`config.mk`:
```
export PLATFORM = sky130hd
export DESIGN_NAME = regfile_write_arbiter
export DESIGN_NICKNAME = d
export VERILOG_FILES = /design/src/rtl/regfile_write_arbiter.sv
export SDC_FILE = /design/constraint.sdc
export NUM_CORES = 1
export LEC_CHECK = 0
export BUFFER_PORTS_ARGS = -buffer_cell sky130_fd_sc_hd__buf_2
export CAP_MARGIN = 25
export CORE_ASPECT_RATIO = 1.75
export CORE_MARGIN = 5
export CORE_UTILIZATION = 45
export CTS_BUF_LIST = sky130_fd_sc_hd__clkbuf_8
export DETAILED_ROUTE_END_ITERATION = 7
export PLACE_DENSITY_LB_ADDON = 0.3
export SYNTH_ARGS = -nofsm -noshare
export SYNTH_HDL_FRONTEND = slang
export SYNTH_SLANG_ARGS = --single-unit
```
`constraint.sdc`:
```
create_clock -name clk -period 1.9 [get_ports clk]
set_input_delay 0.38 -clock clk [delete_from_list [all_inputs] [get_ports clk]]
set_output_delay 0.38 -clock clk [all_outputs]
set_load 0.01 [all_outputs]
```
`src/rtl/regfile_write_arbiter.sv`:
```
// Two-requester arbiter for the single register-file write port, with registered
// write port and saturating conflict counter. Define REGFILE_ARB_RR_EN for round-robin.
module regfile_write_arbiter #(
  parameter int DATA_W = 32,
  parameter int ADDR_W = 5,
  parameter int CNT_W  = 16
) (
  input  logic              clk,
  input  logic              reset,
  input  logic              hold,
  input  logic              a_valid,
  output logic              a_ready,
  input  logic [ADDR_W-1:0] a_reg,
  input  logic [DATA_W-1:0] a_data,
  input  logic              b_valid,
  output logic              b_ready,
  input  logic [ADDR_W-1:0] b_reg,
  input  logic [DATA_W-1:0] b_data,
  output logic              RegWrite,
  output logic [ADDR_W-1:0] write_reg,
  output logic [DATA_W-1:0] write_data,
  output logic [CNT_W-1:0]  conflict_count
);

  typedef enum logic [1:0] {IDLE, WR_A, WR_B} state_t;

  state_t              r_state;
  state_t              w_state_nxt;
  logic [ADDR_W-1:0]   r_wreg;
  logic [DATA_W-1:0]   r_wdata;
  logic [CNT_W-1:0]    r_cnt;
  logic                w_conflict;
  logic                w_prio_b;

  assign w_conflict = a_valid && b_valid && !hold;

`ifdef REGFILE_ARB_RR_EN
  logic r_prio_b;

  // Every conflict grant goes to the pointer side, so flipping hands the next one to the loser.
  always_ff @(posedge clk or posedge reset) begin
    if (reset)           r_prio_b <= 1'b0;
    else if (w_conflict) r_prio_b <= ~r_prio_b;
  end

  assign w_prio_b = r_prio_b;
`else
  assign w_prio_b = 1'b0;
`endif

  always_comb begin
    a_ready     = 1'b0;
    b_ready     = 1'b0;
    w_state_nxt = IDLE;
    if (!hold) begin
      a_ready = a_valid && (!b_valid || !w_prio_b);
      b_ready = b_valid && (!a_valid ||  w_prio_b);
    end
    if (a_ready)      w_state_nxt = WR_A;
    else if (b_ready) w_state_nxt = WR_B;
  end

  always_ff @(posedge clk or posedge reset) begin
    if (reset) begin
      r_state <= IDLE;
      r_wreg  <= '0;
      r_wdata <= '0;
    end else begin
      r_state <= w_state_nxt;
      case (w_state_nxt)
        WR_A: begin
          r_wreg  <= a_reg;
          r_wdata <= a_data;
        end
        WR_B: begin
          r_wreg  <= b_reg;
          r_wdata <= b_data;
        end
        default: ;
      endcase
    end
  end

  always_ff @(posedge clk or posedge reset) begin
    if (reset)                          r_cnt <= '0;
    else if (w_conflict && r_cnt != '1) r_cnt <= r_cnt + CNT_W'(1);
  end

  // Register 0 is hardwired: the request is consumed but never enables the write.
  assign RegWrite       = (r_state != IDLE) && (r_wreg != '0);
  assign write_reg      = r_wreg;
  assign write_data     = r_wdata;
  assign conflict_count = r_cnt;

endmodule

```
==> results.ini <==
[timing]
post-route-period-util_pct=101
fin_crit_ps=1920
rsz0062_at_grt=yes
slew_headroom_pct=70.5
worstMarginPinSlew_ps=442
hold_violations=0
setup_viol_count_final=1
fmax_ghz=0.520
finalWorstSetupSlack_ps=-24.4
setup-tns-final_ps=-24.4
slew_violations=0
fin_skew_ps=9.64

[global_routing]
grt_overflow_total=0
gr-usage-all-layers_pct=18.9
grt_max_degree=41
antenna_found_initial=0
grt_pass1_wl_microns=10400
grt_pass1_vias=2328

[clock_tree]
holdBufCountCts=0
htree_levels=2
clk-insertion-delay-late_ps=300
cts_buffers=5
cts.clk_slew.worst_paths_ps=100
tritoncts=done
cts_buffer_depth=2
cts_root_buf=clkbuf_8
clock_sinks=55

[pwr]
p_leak_nw=1.91
finalPower_mw=2.84
peakVddDrop_mv=0.584
p_per_area_nw_per_um2=851

[worst_setup_path]
crit_arrival_ps=1540
crit_path_top_delay_cell=or4_4
crit_type=reg -> out
path_delay_family=simple AND/OR/NAND/NOR gates
crit_chain=or4_4 > o22a_1 > buf_2
cp.buffers_inverters=1
cp-end-kind=output port
critPathMaxFanout=2
worst_path_largest_cell_delay_ps=530
required_ps=1520
critPathLaunchType=register

[synthesis]
synthTopCellsByArea=dfrtp_1, nand2_1, a22oi_1
post_synth.cell_area_avg_sq_um=10.0
synth_enable_flop_cells=0
yosys_warnings=0
synth_top_area_share_pct=56.6
synthCells=242
synth.distinct_cells=30
ys_seq_area_share_pct=56.6
syn_area_sq_um=2430
yosysTopAreaCell=dfrtp_1
synthesis.nets=322
synth-seq-cells=55
ys.flop_type=dfrtp_1
ys_async_sr_fraction_pct=100

[drt]
drc=0
ant_nets=0
drtPass1Iterations=4
routed_wl_microns=6760
wire_per_inst_microns=15.4
vias=2349
drt_iter0_markers=93
vias_per_cell=5.34

[floorplan]
core_sq_um=5260
die_area_sq_um=7030
ioPinCount=135
die_h_microns=107
start_util_pct=46.2
fp.dieW_microns=65.5
num_rows=35

[cells_and_area]
final_cell_mix=buf_2, nand2_1, dfrtp_1
syn2layout_area_growth_pct=37.6
finish.instance_area_sq_um=3340
final_common_cell=buf_2
fin_cells=440
num-nets-final=464
layout-drive-gt1-share_pct=42.3
n_antenna_cell=0
fin_util_pct=63.6
nFillCells=468
largest_reg_flops=32

[place]
dp_cells=428
dpl_cell_area_sq_um=3210
dpl.hpwl_microns=5330
gp_congestion=0.864
numPortBuffers=134

[status]
status=finished with violations
violations=negative setup slack

[worst_hold_path]
worstHoldPathType=in -> async

[run]
max_cap_viol_count=0

==> cells in the mapped netlist, types with 2 or more instances <==
cell,instances
and3_1,2
a22oi_1,37
nor2_1,3
nand3_1,6
buf_1,2
nand2_1,80
nand4_1,4
nor4_1,3
xor2_1,11
inv_1,3
nor3b_1,3
clkbuf_1,8
dfrtp_1,55
nor3_1,8
xnor2_1,2
==> kinds of logic (layout without fill, tap and decap cells) <==
kind of cell               count (synthesis)  after routing  synth area share (%)
buffers and inverters                     14            157                  2.21
and+or+nand+nor                          117            117                  22.5
xor gates and xnor gates                  13             13                  4.69
adders and majority gates                  1              1                 0.515
muxes                                      2              2                  1.08
DFF                                       55             55                  56.6
AOI/OAI and AO/OA                         40             40                  12.4
==> repair_timing <==
action | CTS | global route
pin swaps | 2 | 0
resized for setup | 0 | 1
setup endpoints to repair | 1 | 1
setup buffers | 2 | 2
==> per-stage QoR <==
stage               setup slack [ps]  hold WS (ps)
global placement                 277           411
global route                   -61.3           103
CTS                            -35.0          80.8
finish                         -24.4          73.0
detailed placement               215           409
floorplan                        177           449
==> report_power, final <==
part           internal (mW)  switching, mW
clock network          0.328          0.348
registers               1.34          0.138
logic                  0.324          0.369
total                   1.99          0.855
==> layer usage <==
layer / track usage, % / wire length (microns) / vias to the layer above
li1: - / - / 1127
met1: 20.8 / 2510 / 1114
met2: 35.2 / 3740 / 94
met3: 3.35 / 365 / 14
met4: 6.97 / 150 / 0
met5: 0 / 0 / -
==> final cells by class <==
| cell class | instances | area, sq um | area share, % |
|---|---|---|---|
| Multi-Input combinational cell | 173 | 1010 | 30.3 |
| Clock inverter | 1 | 3.75 | 0.112 |
| Clock buffer | 7 | 96.3 | 2.88 |
| Inverter | 3 | 11.3 | 0.337 |
| Tap cell | 55 | 68.8 | 2.06 |
| Timing Repair Buffer | 146 | 773 | 23.1 |
| Sequential cell | 55 | 1380 | 41.2 |
==> final timing paths <==
| path | start | end | slack (ps) | cells after the start |
|---|---|---|---|---|
| max in group asynchronous | reset | write_data[1]$_DFFE_PP0P_ | 1300 | 3 |
| min in group clk | a_data[22] | write_data[22]$_DFFE_PP0P_ | 290 | 3 |
| setup reg to reg | conflict_count[0]$_DFFE_PP0P_ | conflict_count[15]$_DFFE_PP0P_ | 120 | 6 |
| hold reg to reg | write_data[1]$_DFFE_PP0P_ | write_data[1]$_DFFE_PP0P_ | 480 | 2 |
| setup / recovery | write_reg[0]$_DFFE_PP0P_ | RegWrite | -20 | 3 |
| hold / removal | reset | conflict_count[0]$_DFFE_PP0P_ | 70 | 2 |
Note: power is estimated with default switching activity, not from simulation.
